===== config.mk =====
export PLATFORM = sky130hd
export DESIGN_NAME = coproc_responder_flat
export DESIGN_NICKNAME = d
export VERILOG_FILES = /design/src/rtl/coproc_pkg.sv /design/src/rtl/coproc_responder_if.sv /design/src/rtl/coproc_arbiter.sv /design/src/rtl/coproc_responder.sv /design/src/flat_wrapper.sv
export SDC_FILE = /design/constraint.sdc
export NUM_CORES = 1
export LEC_CHECK = 0
export BUFFER_PORTS_ARGS = -buffer_cell sky130_fd_sc_hd__buf_2
export CAP_MARGIN = 10
export CORE_MARGIN = 3
export CORE_UTILIZATION = 45
export CTS_BUF_LIST = sky130_fd_sc_hd__clkbuf_8
export CTS_CLUSTER_SIZE = 8
export DETAILED_ROUTE_END_ITERATION = 12
export PLACE_DENSITY = 0.72
export SLEW_MARGIN = 15
export SYNTH_ARGS = -nofsm -noshare
export SYNTH_HDL_FRONTEND = slang
export SYNTH_HIERARCHICAL = 1
export SYNTH_SLANG_ARGS = --single-unit

===== constraint.sdc =====
create_clock -name clk -period 5.2 [get_ports clk]
set_input_delay 1.3 -clock clk [delete_from_list [all_inputs] [get_ports clk]]
set_output_delay 1.3 -clock clk [all_outputs]
set_load 0.02 [all_outputs]

===== src/rtl/coproc_pkg.sv =====
// Shared types and constants for the coprocessor responder: FSM states,
// channel ids, the misaligned-access result word and the latency counter width.
package coproc_pkg;

    localparam int LAT_W = 4;
    localparam logic [31:0] MISALIGN_RESULT = 32'hDEAD_0001;

    typedef enum logic [2:0] {
        ST_IDLE  = 3'd0,
        ST_MEMRD = 3'd1,
        ST_CAPT  = 3'd2,
        ST_DELAY = 3'd3,
        ST_ACK   = 3'd4
    } state_t;

    typedef enum logic {
        CH_LOGIC = 1'b0,
        CH_PY    = 1'b1
    } ch_id_t;

endpackage


===== src/rtl/coproc_responder_if.sv =====
// Request/ack channels plus backing-memory port of the coprocessor responder.
// master = CPU and memory side, slave = responder.
interface coproc_responder_if;

    logic        logic_req;
    logic [31:0] logic_addr;
    logic        logic_ack;
    logic [31:0] logic_data;

    logic        py_req;
    logic [31:0] py_code_addr;
    logic        py_ack;
    logic [31:0] py_result;

    logic        bk_en;
    logic [31:0] bk_addr;
    logic [31:0] bk_rdata;

    modport master (
        output logic_req, logic_addr, py_req, py_code_addr, bk_rdata,
        input  logic_ack, logic_data, py_ack, py_result, bk_en, bk_addr
    );

    modport slave (
        input  logic_req, logic_addr, py_req, py_code_addr, bk_rdata,
        output logic_ack, logic_data, py_ack, py_result, bk_en, bk_addr
    );

endinterface


===== src/rtl/coproc_arbiter.sv =====
// Per-channel armed flags, eligibility and grant selection.
// COPROC_RESP_RR_EN selects round-robin; otherwise the logic channel has fixed priority.
module coproc_arbiter
    import coproc_pkg::*;
(
    input  logic   clk,
    input  logic   rst_n,
    input  logic   logic_req,
    input  logic   py_req,
    input  logic   accept,
    input  logic   ack_fire,
    output logic   grant_valid,
    output ch_id_t grant_id
);

    logic [1:0] req_vec;
    logic [1:0] armed_reg;
    logic [1:0] armed_next;
    logic [1:0] elig;

    assign req_vec = {py_req, logic_req};

    // A held request stays disarmed until its req is seen low, so it is never served twice.
    generate
        for (genvar gi = 0; gi < 2; gi++) begin : g_arm
            localparam ch_id_t CH = (gi == 0) ? CH_LOGIC : CH_PY;

            always_comb begin
                armed_next[gi] = armed_reg[gi];
                if (!req_vec[gi]) begin
                    armed_next[gi] = 1'b1;
                end else if (accept && (grant_id == CH)) begin
                    armed_next[gi] = 1'b0;
                end
            end

            always_ff @(posedge clk) begin
                if (!rst_n) begin
                    armed_reg[gi] <= 1'b1;
                end else begin
                    armed_reg[gi] <= armed_next[gi];
                end
            end

            assign elig[gi] = req_vec[gi] & armed_reg[gi];
        end
    endgenerate

    assign grant_valid = |elig;

`ifdef COPROC_RESP_RR_EN
    ch_id_t rr_ptr_reg;

    always_ff @(posedge clk) begin
        if (!rst_n) begin
            rr_ptr_reg <= CH_LOGIC;
        end else if (ack_fire) begin
            rr_ptr_reg <= (rr_ptr_reg == CH_LOGIC) ? CH_PY : CH_LOGIC;
        end
    end

    always_comb begin
        grant_id = CH_LOGIC;
        if (elig == 2'b11) begin
            grant_id = rr_ptr_reg;
        end else if (elig[1]) begin
            grant_id = CH_PY;
        end
    end
`else
    logic unused_ack_fire;
    assign unused_ack_fire = ack_fire;

    always_comb begin
        grant_id = CH_LOGIC;
        if (!elig[0] && elig[1]) begin
            grant_id = CH_PY;
        end
    end
`endif

endmodule


===== src/rtl/coproc_responder.sv =====
// Coprocessor responder: serves logic and Python requests from one backing memory.
// Optional macro COPROC_RESP_RR_EN enables round-robin arbitration between channels.
module coproc_responder
    import coproc_pkg::*;
#(
    parameter int LOGIC_LAT = 2,
    parameter int PY_LAT    = 3
) (
    input  logic               clk,
    input  logic               rst_n,
    coproc_responder_if.slave  bus,
    output logic               busy,
    output logic [15:0]        served_count,
    output logic               err_misalign
);

    localparam logic [LAT_W-1:0] LOGIC_LAT_W = LAT_W'(LOGIC_LAT);
    localparam logic [LAT_W-1:0] PY_LAT_W    = LAT_W'(PY_LAT);

    state_t            state_reg;
    state_t            state_next;
    ch_id_t            ch_reg;
    logic              misalign_reg;
    logic [LAT_W-1:0]  cnt_reg;
    logic [31:0]       result_reg;
    logic [31:0]       logic_data_reg;
    logic [31:0]       py_result_reg;
    logic              bk_en_reg;
    logic [31:0]       bk_addr_reg;
    logic [15:0]       served_count_reg;

    logic              grant_valid;
    ch_id_t            grant_id;
    logic              accept;
    logic              ack_fire;
    logic [31:0]       sel_addr;
    logic [31:0]       capt_result;

    // The ack cycle doubles as an idle slot so the other channel can start back-to-back.
    assign accept   = ((state_reg == ST_IDLE) || (state_reg == ST_ACK)) && grant_valid;
    assign ack_fire = (state_reg == ST_ACK);
    assign sel_addr = (grant_id == CH_LOGIC) ? bus.logic_addr : bus.py_code_addr;

    coproc_arbiter u_arbiter (
        .clk         (clk),
        .rst_n       (rst_n),
        .logic_req   (bus.logic_req),
        .py_req      (bus.py_req),
        .accept      (accept),
        .ack_fire    (ack_fire),
        .grant_valid (grant_valid),
        .grant_id    (grant_id)
    );

    always_ff @(posedge clk) begin
        if (!rst_n) begin
            state_reg <= ST_IDLE;
        end else begin
            state_reg <= state_next;
        end
    end

    always_comb begin
        state_next = state_reg;
        case (state_reg)
            ST_IDLE:  if (grant_valid) state_next = ST_MEMRD;
            ST_MEMRD: state_next = ST_CAPT;
            ST_CAPT:  state_next = ST_DELAY;
            ST_DELAY: if (cnt_reg == '0) state_next = ST_ACK;
            ST_ACK:   state_next = grant_valid ? ST_MEMRD : ST_IDLE;
            default:  state_next = ST_IDLE;
        endcase
    end

    always_comb begin
        bus.logic_ack = 1'b0;
        bus.py_ack    = 1'b0;
        err_misalign  = 1'b0;
        busy          = (state_reg != ST_IDLE);
        if (state_reg == ST_ACK) begin
            bus.logic_ack = (ch_reg == CH_LOGIC);
            bus.py_ack    = (ch_reg == CH_PY);
            err_misalign  = misalign_reg;
        end
    end

    always_comb begin
        capt_result = bus.bk_rdata;
        if (misalign_reg) begin
            capt_result = MISALIGN_RESULT;
        end else if (ch_reg == CH_PY) begin
            capt_result = bus.bk_rdata + 32'd1;
        end
    end

    // Result registers update on entry to ACK so data is valid alongside the pulse.
    always_ff @(posedge clk) begin
        if (!rst_n) begin
            ch_reg           <= CH_LOGIC;
            misalign_reg     <= 1'b0;
            cnt_reg          <= '0;
            result_reg       <= '0;
            logic_data_reg   <= '0;
            py_result_reg    <= '0;
            bk_en_reg        <= 1'b0;
            bk_addr_reg      <= '0;
            served_count_reg <= '0;
        end else begin
            if (accept) begin
                ch_reg       <= grant_id;
                misalign_reg <= (sel_addr[1:0] != 2'b00);
                bk_en_reg    <= (sel_addr[1:0] == 2'b00);
                if (sel_addr[1:0] == 2'b00) begin
                    bk_addr_reg <= sel_addr;
                end
            end
            case (state_reg)
                ST_MEMRD: bk_en_reg <= 1'b0;
                ST_CAPT: begin
                    result_reg <= capt_result;
                    cnt_reg    <= (ch_reg == CH_LOGIC) ? LOGIC_LAT_W : PY_LAT_W;
                end
                ST_DELAY: begin
                    if (cnt_reg != '0) begin
                        cnt_reg <= cnt_reg - LAT_W'(1);
                    end else begin
                        if (ch_reg == CH_LOGIC) begin
                            logic_data_reg <= result_reg;
                        end else begin
                            py_result_reg <= result_reg;
                        end
                        served_count_reg <= served_count_reg + 16'd1;
                    end
                end
                default: ;
            endcase
        end
    end

    assign bus.logic_data = logic_data_reg;
    assign bus.py_result  = py_result_reg;
    assign bus.bk_en      = bk_en_reg;
    assign bus.bk_addr    = bk_addr_reg;
    assign served_count   = served_count_reg;

endmodule


===== src/flat_wrapper.sv =====
// flat-port wrapper written by rule: the top's interface ports become plain ports
module coproc_responder_flat import coproc_pkg::*;
#(
    parameter int LOGIC_LAT = 2,
    parameter int PY_LAT    = 3
)
  (clk, rst_n, busy, served_count, err_misalign, bus_logic_req, bus_logic_addr, bus_py_req, bus_py_code_addr, bus_bk_rdata, bus_logic_ack, bus_logic_data, bus_py_ack, bus_py_result, bus_bk_en, bus_bk_addr);
  coproc_responder_if bus_i ();
  input  logic clk;
  input  logic rst_n;
  output logic busy;
  output logic [15:0] served_count;
  output logic err_misalign;
  input wire logic [$bits(bus_i.logic_req)-1:0] bus_logic_req;
  input wire logic [$bits(bus_i.logic_addr)-1:0] bus_logic_addr;
  input wire logic [$bits(bus_i.py_req)-1:0] bus_py_req;
  input wire logic [$bits(bus_i.py_code_addr)-1:0] bus_py_code_addr;
  input wire logic [$bits(bus_i.bk_rdata)-1:0] bus_bk_rdata;
  output wire logic [$bits(bus_i.logic_ack)-1:0] bus_logic_ack;
  output wire logic [$bits(bus_i.logic_data)-1:0] bus_logic_data;
  output wire logic [$bits(bus_i.py_ack)-1:0] bus_py_ack;
  output wire logic [$bits(bus_i.py_result)-1:0] bus_py_result;
  output wire logic [$bits(bus_i.bk_en)-1:0] bus_bk_en;
  output wire logic [$bits(bus_i.bk_addr)-1:0] bus_bk_addr;
  assign bus_i.logic_req = bus_logic_req;
  assign bus_i.logic_addr = bus_logic_addr;
  assign bus_i.py_req = bus_py_req;
  assign bus_i.py_code_addr = bus_py_code_addr;
  assign bus_i.bk_rdata = bus_bk_rdata;
  assign bus_logic_ack = bus_i.logic_ack;
  assign bus_logic_data = bus_i.logic_data;
  assign bus_py_ack = bus_i.py_ack;
  assign bus_py_result = bus_i.py_result;
  assign bus_bk_en = bus_i.bk_en;
  assign bus_bk_addr = bus_i.bk_addr;
  coproc_responder #(.LOGIC_LAT(LOGIC_LAT), .PY_LAT(PY_LAT)) u_core (.clk(clk), .rst_n(rst_n), .bus(bus_i), .busy(busy), .served_count(served_count), .err_misalign(err_misalign));
endmodule

==> impl_metrics.ini <==
[power_and_ir_drop]
switchingPower_mw = 0.746
seq_power_share_pct = 51.9
internal_power_mw = 1.79
power_per_cell_area_nw_per_um2 = 306
clkPwrFrac_pct = 33.8
switching_share_pct = 29.4
p_leak_nw = 3.84
vdd_ir_drop_max_mv = 0.158
pwr-share-comb_pct = 14.4

[global_routing]
grtUsageMet1_pct = 27.6
grt_pass1_vias = 5320
antenna_found_initial = 0
grt_pass1_wl_um = 27000
grt_max_degree = 71
gr-total-overflow = 0
gr-usage-met3_pct = 6.42
grt_usage_pct = 20.7
met2_usage_pct = 32.2
top_usage_layer = met2

[clock_network]
clkLatencyLatePin_ns = 0.44
cts_hold_buf = 0
cts_tree = yes
root_buffer = clkbuf_8
cts_buffer_depth = 2
post_cts_buffers = 0
clk_pin_slew_worst_paths_ns = 0.09
cts_resized = 0
htreeDepth = 4
cts_num_sinks = 156
cts-buffers-inserted = 17

[yosys]
syn_area_um2 = 6710
synth_top_cell_area_share_pct = 46.5
synthTopCellsByCount = nand2_1, dfxtp_1, a21boi_0
synth_nets = 868
synth_seq_area_share_pct = 46.5
yosysMostFrequentCell = nand2_1
ys_types = 43
synthArstFlopShare_pct = 0
synth_largest_area_cell = dfxtp_1
synth-edff-count = 0
yosysWarnings = 6
ys_ff_latch = 156
synth_area_leaders = dfxtp_1, nand2_1, a21boi_0, mux2i_1, o211a_1
yosys_most_used_dff = dfxtp_1
avgSynthCellArea_um2 = 8.77
syn_inst = 765

[route]
wl_per_cell_um = 15.0
ant_nets = 0
drt-initial-drc-count = 403
via_per_inst = 5.13
via_count = 5950
dr.pass1.iters = 5
drc_errors = 0
drt-total-wl_um = 17400

[setup_path]
crit_chain = buf_2 -> nand2_1 -> a21oi_4 -> a21oi_1 -> nor2_4 -> buf_4 -> nand2_1 -> o211a_1
cp-end-kind = flip-flop
cp.required_ns = 5.54
startpoint_type = input port
cpMostUsedCell = nand2_1
cpPeakStageDelay_ns = 0.69
r2r_start = u_core/u_arbiter/armed_reg[1]
setup.worst_path.class = input port to flip-flop
path_max_fanout = 44
crit_arrival_ns = 3.37
critPathLaunch = bus_py_req
slowest_stage = nor2_4

[layout]
fin_util_pct = 56.8
area_delta_synth_final_pct = 23.4
fill_cells = 1379
layout.nets = 1065
drive_above_1_share_pct = 27.7
antenna_cells = 0

[floorplan]
die_w_um = 128
die_h_um = 128
core_area_um2 = 14600
dieArea_um2 = 16400
rows = 44
top_level_ports = 217
start_util_pct = 46.0

[placement]
port_buffers = 216
hpwl_um = 12500
finalWeightedCongestion = 0.830

[sta]
grt_setup_unrepaired = false
hold_violations = 0
setup_violations = 0
fmaxAchievable_mhz = 330
relSlewSlack_pct = 27.2
fin_tns_setup_ns = 0
tightestPinTransition_ns = 1.09
slew_viol_final = 0
fin_crit_sh_pct = 58.2
period_needed_ns = 3.03
skew_ns = 0.00817

[run_status]
status = finished, final reports clean

[worst_hold_path]
hp-class = flip-flop to flip-flop
min_from = u_core/bus.logic_data[19]

[flow_run]
drv_cap = 0
## final timing paths
kind	to	slack, ns	depth (start not counted)
setup reg to reg	u_core/bus.bk_addr[10]	2.75	7
setup / recovery	u_core/bus.bk_addr[10]	2.17	8
hold reg to reg	u_core/bus.logic_data[19]	0.46	2
hold / removal	u_core/bus.logic_data[19]	0.46	2
## cells in the final DEF, fill, tap and decap left out, types with 3 or more instances in the layout
cell,instances
ha_1,3
nand4_1,14
nor2b_1,4
nand2_1,202
a21boi_0,66
xor2_1,26
buf_4,10
xnor2_1,16
clkbuf_8,17
and3b_1,3
nor2_1,9
a21boi_1,5
nor4_1,7
buf_2,215
o21ai_0,38
inv_1,10
mux2i_1,33
or3_1,7
dfxtp_1,156
clkinvlp_4,5
o211a_1,31
inv_6,3
a21oi_1,14
nor2_2,3
nor3_1,7
nand3_1,21
and3_1,10
and2_1,13
## metrics by stage
stage | power (mW) | hold WS [ns] | setup WS, ns | area (um^2) | instances
finish | 2.54 | 0.458 | 2.17 | 8290 | 1159
global route | 2.66 | 0.478 | 2.02 | 8290 | 1159
CTS | 2.56 | 0.458 | 2.23 | 8290 | 1159
detailed placement | 1.71 | 0.444 | 1.73 | 7910 | 1127
global placement | 1.70 | 0.443 | 1.78 | 7910 | 1127
floorplan | 1.56 | 0.441 | 2.56 | 6710 | 765
## worst max-delay path: cells and delay by family
kind            cells  cell delay [ns]
simple gates        3             0.86
compound gates      3             0.74
buf+inv             2             0.46
## power by group through the flow
stage | clock, mW | sequential, mW | combinational (mW)
after global placement | 0 | 1.34 | 0.362
after CTS | 0.881 | 1.31 | 0.367
after detailed placement | 0 | 1.34 | 0.366
after floorplan | 0 | 1.36 | 0.206
final | 0.857 | 1.32 | 0.364
after global routing | 0.935 | 1.32 | 0.401
## routing by layer
layer  up-vias  share of wire, %
met4         0               1.5
li1       3003                 -
met1      2716                45
met2       210                45
met3        21               7.6
met5         -                 0
## cell families after synthesis
kind of cell / Yosys count / share of synthesized area (%)
compound gates: 160 / 17.2
xor+xnor: 42 / 5.48
fa+ha+maj: 3 / 0.559
buf+inv: 57 / 3.56
flops: 156 / 46.5
mux: 33 / 4.92
simple gates: 314 / 21.7
## cell type report
class                           count  area, um^2  share of cell area (%)
Inverter                           10        37.5                   0.453
Tap cell                          184         230                    2.78
Clock inverter                     15         139                    1.68
Sequential cell                   156        3120                    37.7
Multi-Input combinational cell    552        3370                    40.7
Timing Repair Buffer              225        1150                    13.9
Clock buffer                       17         234                    2.82
Power figures use the tool's default switching activity.
